$ cat src/rtl/spi_flash_pkg.sv
// Shared definitions for the SPI flash read path: READ opcode, FSM encoding
// and the default widths used by the reader and its SCLK generator.
package spi_flash_pkg;

    localparam logic [7:0] READ_CMD = 8'h03;

    localparam int DEF_CLK_DIV = 4;
    localparam int DEF_ADDR_W  = 24;
    localparam int DEF_LEN_W   = 16;
    localparam int DEF_W       = 8;

    typedef enum logic [2:0] {
        IDLE,
        CS_SETUP,
        CMD,
        ADDR,
        DATA,
        WAIT_FIFO,
        CS_HOLD,
        DONE
    } state_t;

endpackage

$ cat src/rtl/spi_sclk_gen.sv
// SCLK half-period divider: emits a tick every CLK_DIV cycles while enabled
// and toggles spi_sclk on ticks when toggling is allowed (CPOL=0).
module spi_sclk_gen #(
    parameter int CLK_DIV = 4
) (
    input  logic system_clk,
    input  logic system_reset,
    input  logic enable,
    input  logic clear,
    input  logic toggle_en,
    output logic tick,
    output logic rise_tick,
    output logic fall_tick,
    output logic spi_sclk
);

    localparam int CW = (CLK_DIV > 1) ? $clog2(CLK_DIV) : 1;

    logic [CW-1:0] cnt;

    always_comb begin
        tick      = enable && !clear && (cnt == CW'(CLK_DIV - 1));
        rise_tick = tick && toggle_en && !spi_sclk;
        fall_tick = tick && toggle_en && spi_sclk;
    end

    // Clearing also parks SCLK low so the line never idles high.
    always_ff @(posedge system_clk) begin
        if (system_reset || clear || !enable) begin
            cnt      <= '0;
            spi_sclk <= 1'b0;
        end else begin
            cnt <= tick ? '0 : cnt + 1'b1;
            if (tick && toggle_en)
                spi_sclk <= !spi_sclk;
        end
    end

endmodule

$ cat src/rtl/spi_flash_reader.sv
// SPI mode-0 READ (0x03) master that streams received bytes into a FIFO,
// stretching SCLK low whenever the FIFO reports full.
module spi_flash_reader
    import spi_flash_pkg::*;
#(
    parameter int CLK_DIV = DEF_CLK_DIV,
    parameter int ADDR_W  = DEF_ADDR_W,
    parameter int LEN_W   = DEF_LEN_W,
    parameter int W       = DEF_W
) (
    input  logic              system_clk,
    input  logic              system_reset,
    input  logic              start,
    input  logic [ADDR_W-1:0] start_addr,
    input  logic [LEN_W-1:0]  byte_count,
    output logic              busy,
    output logic              done,
    output logic              spi_cs_n,
    output logic              spi_sclk,
    output logic              spi_mosi,
    input  logic              spi_miso,
    input  logic              fifo_full,
    output logic              write_req,
    output logic [W-1:0]      fifo_dataIn
);

    localparam int SH_W  = 8 + ADDR_W;
    localparam int BC_W  = $clog2(SH_W);
    localparam int RXC_W = $clog2(W);

    state_t           state;
    logic [SH_W-1:0]  shreg;
    logic [BC_W-1:0]  bit_cnt;
    logic [RXC_W-1:0] rx_cnt;
    logic [W-1:0]     rx_byte;
    logic [LEN_W-1:0] remaining;
    logic             byte_end;

    logic tick, rise_tick, fall_tick;
    logic gen_enable, gen_clear, gen_toggle;

    // The CS_SETUP tick is the first rising edge, so CS leads SCLK by one half-period.
    always_comb begin
        gen_enable = (state != IDLE) && (state != DONE);
        gen_clear  = (state == WAIT_FIFO);
        gen_toggle = state inside {CS_SETUP, CMD, ADDR, DATA};
    end

    spi_sclk_gen #(.CLK_DIV(CLK_DIV)) u_sclk_gen (
        .system_clk   (system_clk),
        .system_reset (system_reset),
        .enable       (gen_enable),
        .clear        (gen_clear),
        .toggle_en    (gen_toggle),
        .tick         (tick),
        .rise_tick    (rise_tick),
        .fall_tick    (fall_tick),
        .spi_sclk     (spi_sclk)
    );

    // NOTE: every register here is a plain flop, so all are reset and assigned with <= only.
    always_ff @(posedge system_clk) begin
        if (system_reset) begin
            state       <= IDLE;
            spi_cs_n    <= 1'b1;
            spi_mosi    <= 1'b0;
            write_req   <= 1'b0;
            fifo_dataIn <= '0;
            busy        <= 1'b0;
            done        <= 1'b0;
            shreg       <= '0;
            bit_cnt     <= '0;
            rx_cnt      <= '0;
            rx_byte     <= '0;
            remaining   <= '0;
            byte_end    <= 1'b0;
        end else begin
            write_req <= 1'b0;
            case (state)
                IDLE: begin
                    done <= 1'b0;
                    busy <= 1'b0;
                    if (start && !busy) begin
                        busy      <= 1'b1;
                        remaining <= byte_count;
                        if (byte_count == '0) begin
                            state <= DONE;
                        end else begin
                            shreg    <= {READ_CMD, start_addr};
                            spi_cs_n <= 1'b0;
                            spi_mosi <= READ_CMD[7];
                            bit_cnt  <= '0;
                            rx_cnt   <= '0;
                            byte_end <= 1'b0;
                            state    <= CS_SETUP;
                        end
                    end
                end
                CS_SETUP: begin
                    if (tick)
                        state <= CMD;
                end
                CMD, ADDR: begin
                    if (fall_tick) begin
                        shreg   <= shreg << 1;
                        bit_cnt <= bit_cnt + 1'b1;
                        if (bit_cnt == BC_W'(SH_W - 1)) begin
                            spi_mosi <= 1'b0;
                            bit_cnt  <= '0;
                            state    <= DATA;
                        end else begin
                            spi_mosi <= shreg[SH_W-2];
                            if (bit_cnt == BC_W'(7))
                                state <= ADDR;
                        end
                    end
                end
                DATA: begin
                    if (rise_tick) begin
                        rx_byte <= {rx_byte[W-2:0], spi_miso};
                        rx_cnt  <= rx_cnt + 1'b1;
                        if (rx_cnt == RXC_W'(W - 1)) begin
                            rx_cnt      <= '0;
                            write_req   <= 1'b1;
                            fifo_dataIn <= {rx_byte[W-2:0], spi_miso};
                            remaining   <= remaining - 1'b1;
                            byte_end    <= 1'b1;
                        end
                    end
                    // A full flag seen alongside our own push may be stale; park and re-check.
                    if (fall_tick && byte_end) begin
                        byte_end <= 1'b0;
                        if (remaining == '0)
                            state <= CS_HOLD;
                        else if (fifo_full || write_req)
                            state <= WAIT_FIFO;
                    end
                end
                WAIT_FIFO: begin
                    if (!fifo_full)
                        state <= DATA;
                end
                CS_HOLD: begin
                    if (tick) begin
                        spi_cs_n <= 1'b1;
                        state    <= DONE;
                    end
                end
                DONE: begin
                    done  <= 1'b1;
                    state <= IDLE;
                end
                default: state <= IDLE;
            endcase
        end
    end

endmodule

$ cat config.mk
export PLATFORM = sky130hd
export DESIGN_NAME = spi_flash_reader
export DESIGN_NICKNAME = d
export VERILOG_FILES = /design/src/rtl/spi_flash_pkg.sv /design/src/rtl/spi_sclk_gen.sv /design/src/rtl/spi_flash_reader.sv
export SDC_FILE = /design/constraint.sdc
export NUM_CORES = 1
export LEC_CHECK = 0
export BUFFER_PORTS_ARGS = -buffer_cell sky130_fd_sc_hd__buf_2
export CAP_MARGIN = 20
export CORE_MARGIN = 5
export CORE_UTILIZATION = 40
export CTS_BUF_LIST = sky130_fd_sc_hd__clkbuf_4
export CTS_CLUSTER_SIZE = 12
export DETAILED_ROUTE_END_ITERATION = 8
export GPL_TIMING_DRIVEN = 0
export SLEW_MARGIN = 10
export SYNTH_ARGS = -nofsm -noshare
export SYNTH_HDL_FRONTEND = slang
export SYNTH_HIERARCHICAL = 1
export SYNTH_SLANG_ARGS = --single-unit
$ cat constraint.sdc
create_clock -name system_clk -period 4 [get_ports system_clk]
set_clock_uncertainty 0.05 [all_clocks]
set_input_delay 0 -clock system_clk [delete_from_list [all_inputs] [get_ports system_clk]]
set_output_delay 0 -clock system_clk [all_outputs]
set_load 0.1 [all_outputs]
* Word-level counts from Yosys, hierarchy flattened
Index checks and enable logic that the tools add are counted.
** Storage, ports and cells
- Bits in registers :: 82
- Output and inout port bits :: 14
- Logic and storage cells :: 125
- Bits of input ports :: 45
** Cells by class
- $add $sub $neg :: 4
- Multiplexer cells :: 44
- Equality and inequality tests :: 25
- Bitwise gates (word level) :: 2
- Reductions and logical operators :: 35
** Operators by type and width (number)
- $mux W31 :: 3
- $pmux W31 S2 :: 1
- $mux W16 :: 3
- $mux W3 :: 15
- $logic_not A16 Y1 :: 2
- $pmux W16 S2 :: 1
- $pmux W3 S7 :: 1
- $mux W5 :: 4
- $reduce_and A4 Y1 :: 4
- $sub A16 B1 Y16 const B :: 1
- $eq A3 B3 Y1 const B :: 5
- $mux W1 :: 10
- $ne A2 B2 Y1 const B :: 5
- $pmux W5 S2 :: 1
- $logic_and A1 B1 Y1 :: 8
- $ne A2 B1 Y1 const B :: 4
- $pmux W1 S2 :: 4
- $reduce_and A8 Y1 :: 1
- $reduce_bool A2 Y1 :: 4
- $eq A3 B2 Y1 const B :: 2
- $ne A3 B1 Y1 const B :: 2
- $ne A3 B3 Y1 const B :: 2
- $pmux W3 S2 :: 1
- $add A5 B1 Y5 const B :: 1
- 18 further kinds :: 25

* Longest topological paths before layout
- Depth in word-level cells :: 9
- Depth in mapped cells :: 13
- Mapped depth without buffers :: 10

* Modules after synthesis
Netlist, hierarchy kept.
** By module, submodules not included
- spi_flash_reader :: instances 1, sequential area each 1581.5 µm², area an instance 3818.7 µm², cells an instance 503
- spi_sclk_gen :: instances 1, sequential area each 60.1 µm², area an instance 156.4 µm², cells an instance 16

* Worst setup path before layout
OpenSTA, ideal clock, no wires.
- Kind :: reg-to-reg
- Start point :: register state[2]
- End point :: register remaining[4]
- Path buffers :: 4
- Setup time :: 0.070 ns
- Required time :: 3.880 ns
- Period minus slack after synthesis :: 3.054 ns
- Path slack :: 0.946 ns
- Arrival time :: 2.933 ns
- Stages on the path, launching flop included :: 13
- Cell sequence :: dfxtp_1 -> clkbuf_1 -> clkbuf_1 -> buf_1 -> nor2_1 -> a21oi_1 -> nand2b_4 -> nor3_1 -> nand3_1 -> a21oi_1 -> clkbuf_1 -> o21ai_0 -> a21oi_1
** On the way
- Word-level cells in the longest chain between the ends :: 8
- Elaborated cells between the ends (all ways) :: 21
- Those cells by class :: eq/ne (9); mux (1); reduce/logical (11)
** Ends and longest elaborated chain
- start, declared :: line spi_flash_reader.sv:31 : state_t state;
- start signal, assigned :: line spi_flash_reader.sv:64 : state <= IDLE;
- start signal, assigned :: line spi_flash_reader.sv:87 : state <= DONE;
- start signal, assigned :: line spi_flash_reader.sv:95 : state <= CS_SETUP;
- $ne A3 B3 Y1 / $reduce_bool A3 Y1 (equally long branches) :: line spi_flash_reader.sv:44 : gen_enable = (state != IDLE) && (state != DONE);
- $logic_and A1 B1 Y1 (*) :: line spi_flash_reader.sv:44
- net gen_enable :: line spi_flash_reader.sv:40 : logic gen_enable, gen_clear, gen_toggle;
- $logic_and A1 B1 Y1 (*) (2 in a row) :: line spi_sclk_gen.sv:22 : tick = enable && !clear && (cnt == CW'(CLK_DIV - 1));
- $logic_and A1 B1 Y1 (*) (2 in a row) :: line spi_sclk_gen.sv:23 : rise_tick = tick && toggle_en && !spi_sclk;
- net rise_tick :: line spi_flash_reader.sv:39 : logic tick, rise_tick, fall_tick;
- $ne A2 B2 Y1 (no source line) (*)
- $reduce_and A4 Y1 (no source line) (*)
- end signal, assigned :: line spi_flash_reader.sv:85 : remaining <= byte_count;
- end signal, assigned :: line spi_flash_reader.sv:126 : remaining <= remaining - 1'b1;
- end, declared :: line spi_flash_reader.sv:36 : logic [LEN_W-1:0] remaining;
Mark *: on every way through the listed nets, which the timed path passes. The rest lies on a longest branch.
A chain may end at the register's enable or synchronous reset.

* Worst setup path in the final report
- Start point :: register state[2]
- End point :: register remaining[4]
** On the way
- Elaborated cells between the ends (all ways) :: 21
- Those cells by class :: eq/ne (9); mux (1); reduce/logical (11)
** RTL lines
- $eq A3 B1 Y1, or another cell as far along :: line spi_flash_reader.sv:46 : gen_toggle = state inside {CS_SETUP, CMD, ADDR, DATA};
- $reduce_bool A4 Y1 (*) :: line spi_flash_reader.sv:46
- net gen_toggle :: line spi_flash_reader.sv:40
- $logic_and A1 B1 Y1 (*) (2 in a row) :: line spi_sclk_gen.sv:23
- net rise_tick :: line spi_flash_reader.sv:39
- $ne A2 B2 Y1 (no source line) (*)
- $reduce_and A4 Y1 (no source line) (*)
Marks and branches as above.

==> results.py <==
metrics = {
    "synth": {
        "yosysUniqueCellTypes": 56,
        "seq_area_frac_synth_pct": 41.3,
        "synth_top_area_cell": "sky130_fd_sc_hd__dfxtp_1",
        "synthesis.instances": 519,
        "syn_area_mm2": 0.00398,
        "synth_area_per_cell_um2": 7.66,
        "ys_dominant_reg_cell": "sky130_fd_sc_hd__dfxtp_1",
        "synth.net_count": 571,
        "synth_edf_count": 0,
        "yosys.area.top_type_share_pct": 41.3,
        "yosysWarnings": 6,
        "async_flop_share_pct": 0,
        "yosys-top-cells-area": "sky130_fd_sc_hd__dfxtp_1 41%, sky130_fd_sc_hd__nand2_1 11%, sky130_fd_sc_hd__a21oi_1 5.8%",
        "ys_ff_latch": 82,
    },
    "floorplanning": {
        "std_cell_rows": 36,
        "core_area_mm2": 0.00973,
        "design.die.area_mm2": 0.0120,
        "die_y_um": 110,
        "die_w_um": 110,
        "top_level_ports": 59,
        "initial_utilization_pct": 40.9,
    },
    "sta": {
        "period_minus_slack_ns": 3.63,
        "final_max_tran_viols": 0,
        "layout_worst_path_cycle_share_pct": 90.8,
        "setup_ws_ns": 0.366,
        "setup_viol_count_final": 0,
        "rsz0062_at_grt": "false",
        "timing_hold_violations_final": 0,
        "pin_slew_with_the_least_headroom_to_its_limit_ns": 1.09,
        "max_clock_freq_mhz": 275,
        "timing.max_slew.rel_slack_pct": 26.9,
    },
    "route": {
        "route.vias.total": 4150,
        "wire_per_inst_um": 14.4,
        "drt.antenna.violating_nets": 0,
        "detail_route.vias_per_cell": 5.40,
        "detail_route.wirelength_mm": 11.1,
        "drc_errors": 0,
        "drt-initial-drc-count": 254,
        "firstDrtPassIters": 5,
    },
    "critical_path": {
        "r2r_start": "state[2]",
        "rrSetupSlack_ns": 0.37,
        "path_buf_inv": 4,
        "max_stage_delay_ns": 0.50,
        "worstPathRequired_ns": 4.33,
        "cp_cell_sequence": "clkbuf_1 -> clkbuf_1 -> buf_1 -> xnor2_1 -> nand2_1 -> nor3_1 -> nand3_1 -> a21oi_4 -> clkbuf_2 -> o21ai_0 -> a21oi_1",
        "worst_ep_arrival_time_ns": 3.96,
        "cp-start-kind": "flip-flop",
        "worst-path-max-fanout": 10,
        "end_kind": "flip-flop",
        "crit_start": "state[2]",
        "path_class": "reg2reg",
        "timing.critical_path.max_delay_family": "buffers and inverters",
        "rr_worst_depth": 11,
        "worstSetupPathDepth": 11,
        "critPathMostFrequentCell": "sky130_fd_sc_hd__clkbuf_1",
        "crit_slowest_cell": "sky130_fd_sc_hd__buf_1",
    },
    "grt": {
        "grt_first_pass_wirelength_mm": 18.5,
        "gr-usage-all-layers_pct": 19.1,
        "pin_count_of_the_biggest_net_entering_global_routing": 15,
        "first_global_vias": 3938,
        "grt_overflow": 0,
        "number_of_antenna_violations_at_the_first_check_in_global_routing": 0,
    },
    "power_and_ir_drop": {
        "internal_power_mw": 1.67,
        "switching_share_pct": 39.7,
        "cellPowerDensity_mw_per_mm2": 546,
        "clockPowerShare_pct": 22.7,
        "netSwitchingPower_mw": 1.10,
        "design_power_total_mw": 2.77,
        "pwr-share-comb_pct": 39.3,
        "max-vdd-ir-drop_v": 0.000295,
        "cellLeakagePower_nw": 1.91,
        "sequentialPowerShare_pct": 38.0,
    },
    "placed_design": {
        "place_hpwl_mm": 7.67,
        "port_buffers": 58,
        "routability_congestion_estimate": 0.893,
        "setup_slack_placement_ns": -0.259,
        "post_dp_cell_area_mm2": 0.00443,
    },
    "cts": {
        "clkSlewWorstSetupHoldPaths_ns": 0.15,
        "clkSinkCount": 82,
        "clk-insertion-delay-late_ns": 0.44,
        "clockBufferDepth": 2,
        "clock_h_tree_levels": 3,
        "cts_buffers": 9,
        "ctsRootBufferMaster": "sky130_fd_sc_hd__clkbuf_4",
        "cts_tree": "built",
    },
    "finish": {
        "layout.cell_area.non_filler_mm2": 0.00507,
        "areaGrowthSynthToFinish_pct": 27.5,
        "num-fill-cells": 999,
        "insertedDiodeCount": 0,
        "num-nets-final": 683,
        "fraction_of_final_layout_cells_sized_beyond_drive_strength_1_pct": 14.0,
    },
    "flow_run": {
        "max-cap-violations": 0,
    },
    "worst_hold_path": {
        "hold_path.class": "in2reg",
        "min_from": "start",
        "hold_path_stages": 4,
    },
    "outcome": {
        "run_status": "completed",
    },
}
## sequential cells by signal, summed over array words and instances (netlist names)
register             flops
remaining               16
bit_cnt                  5
spi_mosi                 1
byte_end                 1
write_req                1
u_sclk_gen/spi_sclk      1
rx_byte                  7
spi_cs_n                 1
state                    3
u_sclk_gen/cnt           2
busy                     1
shreg                   31
rx_cnt                   3
fifo_dataIn              8
done                     1
## worst reg2reg max path: cells and delay by family, from the launching register on
kind	cells	cell delay [ns]
buf+inv	4	1.56
flops	1	0.33
compound gates	3	0.66
xor+xnor	1	0.24
simple gates	3	0.75
## timing repair
action | 4_1_cts | 5_1_grt
setup buffers | 0 | 0
hold buffers | 43 | 0
setup endpoints to repair | 11 | 26
resized for setup | 2 | 4
endpoints found under the hold margin | 47 | 0
## placed cells by master (no fill, tap or decap), types with 3 or more instances in the layout
cell type	netlist	routed
sky130_fd_sc_hd__a21oi_1	46	45
sky130_fd_sc_hd__nand3b_1	5	5
sky130_fd_sc_hd__dfxtp_1	82	82
sky130_fd_sc_hd__a31oi_1	4	4
sky130_fd_sc_hd__inv_1	7	7
sky130_fd_sc_hd__and2_1	4	4
sky130_fd_sc_hd__nor4_1	10	10
sky130_fd_sc_hd__nand3_1	14	14
sky130_fd_sc_hd__o41ai_1	4	4
sky130_fd_sc_hd__o21ai_0	21	21
sky130_fd_sc_hd__buf_2	1	60
sky130_fd_sc_hd__nand2_1	112	112
sky130_fd_sc_hd__nor2_1	53	53
sky130_fd_sc_hd__nand4_1	3	3
sky130_fd_sc_hd__or3b_2	3	3
sky130_fd_sc_hd__clkbuf_4	0	10
sky130_fd_sc_hd__a22oi_1	7	7
sky130_fd_sc_hd__bufinv_16	0	3
sky130_fd_sc_hd__o22ai_1	3	3
sky130_fd_sc_hd__a311oi_1	24	24
sky130_fd_sc_hd__a211oi_1	4	4
sky130_fd_sc_hd__nor3b_1	5	5
sky130_fd_sc_hd__nand2b_1	4	4
sky130_fd_sc_hd__ha_1	7	7
sky130_fd_sc_hd__o31ai_1	4	4
sky130_fd_sc_hd__clkbuf_1	36	35
sky130_fd_sc_hd__nor2b_1	4	4
sky130_fd_sc_hd__dlygate4sd3_1	0	43
sky130_fd_sc_hd__nor3_1	13	12
## cell families after synthesis
group           Yosys count  share of synthesized area (%)
buf+inv                  47                           4.47
fa+ha+maj                 7                           2.20
mux                       2                          0.504
xor+xnor                  2                          0.441
compound gates          132                           22.0
simple gates            247                           29.1
flops                    82                           41.3
## metrics by stage
| step | cells | setup TNS, ns | hold WS (ns) | util, % |
|---|---|---|---|---|
| 4_1_cts | 769 | 0 | 0.0777 | 52.0 |
| 6_report | 769 | 0 | 0.117 | 52.1 |
| 3_5_place_dp | 710 | -1.97 | 0.178 | 45.6 |
| 5_1_grt | 769 | 0 | 0.131 | 52.1 |
| 2_1_floorplan | 519 | 0 | 0.0230 | - |
| 3_3_place_gp | 710 | -1.28 | 0.173 | 45.6 |
## cell type report
type	instances	area (µm²)	area share [%]
Inverter	7	26.3	0.518
Clock buffer	10	75.1	1.48
Tap cell	133	166	3.28
Clock inverter	6	114	2.25
Multi-Input combinational cell	390	2170	42.8
Sequential cell	82	1640	32.4
Buffer	40	154	3.04
Timing Repair Buffer	101	721	14.2
## metal layers
layer / part of all wire (%) / global-route usage (%) / vias to the layer above
met2: 46 / 31.4 / 104
met3: 5.8 / 3.23 / 14
met1: 47 / 25.8 / 1949
met5: 0 / 0 / -
met4: 1.2 / 5.70 / 0
li1: - / - / 2083
## power groups by stage
stage               Combinational [mW]  Sequential (mW)  Clock (mW)
finish                            1.09             1.05       0.629
detailed placement                1.04             1.07           0
CTS                               1.08             1.05       0.646
global placement                  1.03             1.07           0
global route                      1.22             1.07       0.673
floorplan                        0.740             1.10           0
## cells in the mapped netlist, types with 5 or more instances
master and instances:
sky130_fd_sc_hd__nor2_1 53, sky130_fd_sc_hd__inv_1 7, sky130_fd_sc_hd__dfxtp_1 82, sky130_fd_sc_hd__nand3_1 14
sky130_fd_sc_hd__nor3_1 13, sky130_fd_sc_hd__a21oi_1 46, sky130_fd_sc_hd__nor4_1 10, sky130_fd_sc_hd__a311oi_1 24
sky130_fd_sc_hd__o21ai_0 21, sky130_fd_sc_hd__clkbuf_1 36, sky130_fd_sc_hd__a22oi_1 7, sky130_fd_sc_hd__nor3b_1 5
sky130_fd_sc_hd__ha_1 7, sky130_fd_sc_hd__nand3b_1 5, sky130_fd_sc_hd__nand2_1 112
## worst paths after layout
path,end
setup / recovery,remaining[4]
hold / removal,remaining[15]
setup reg to reg,remaining[4]
hold reg to reg,u_sclk_gen/cnt[0]
No activity file was read; power rests on OpenSTA's default activity.
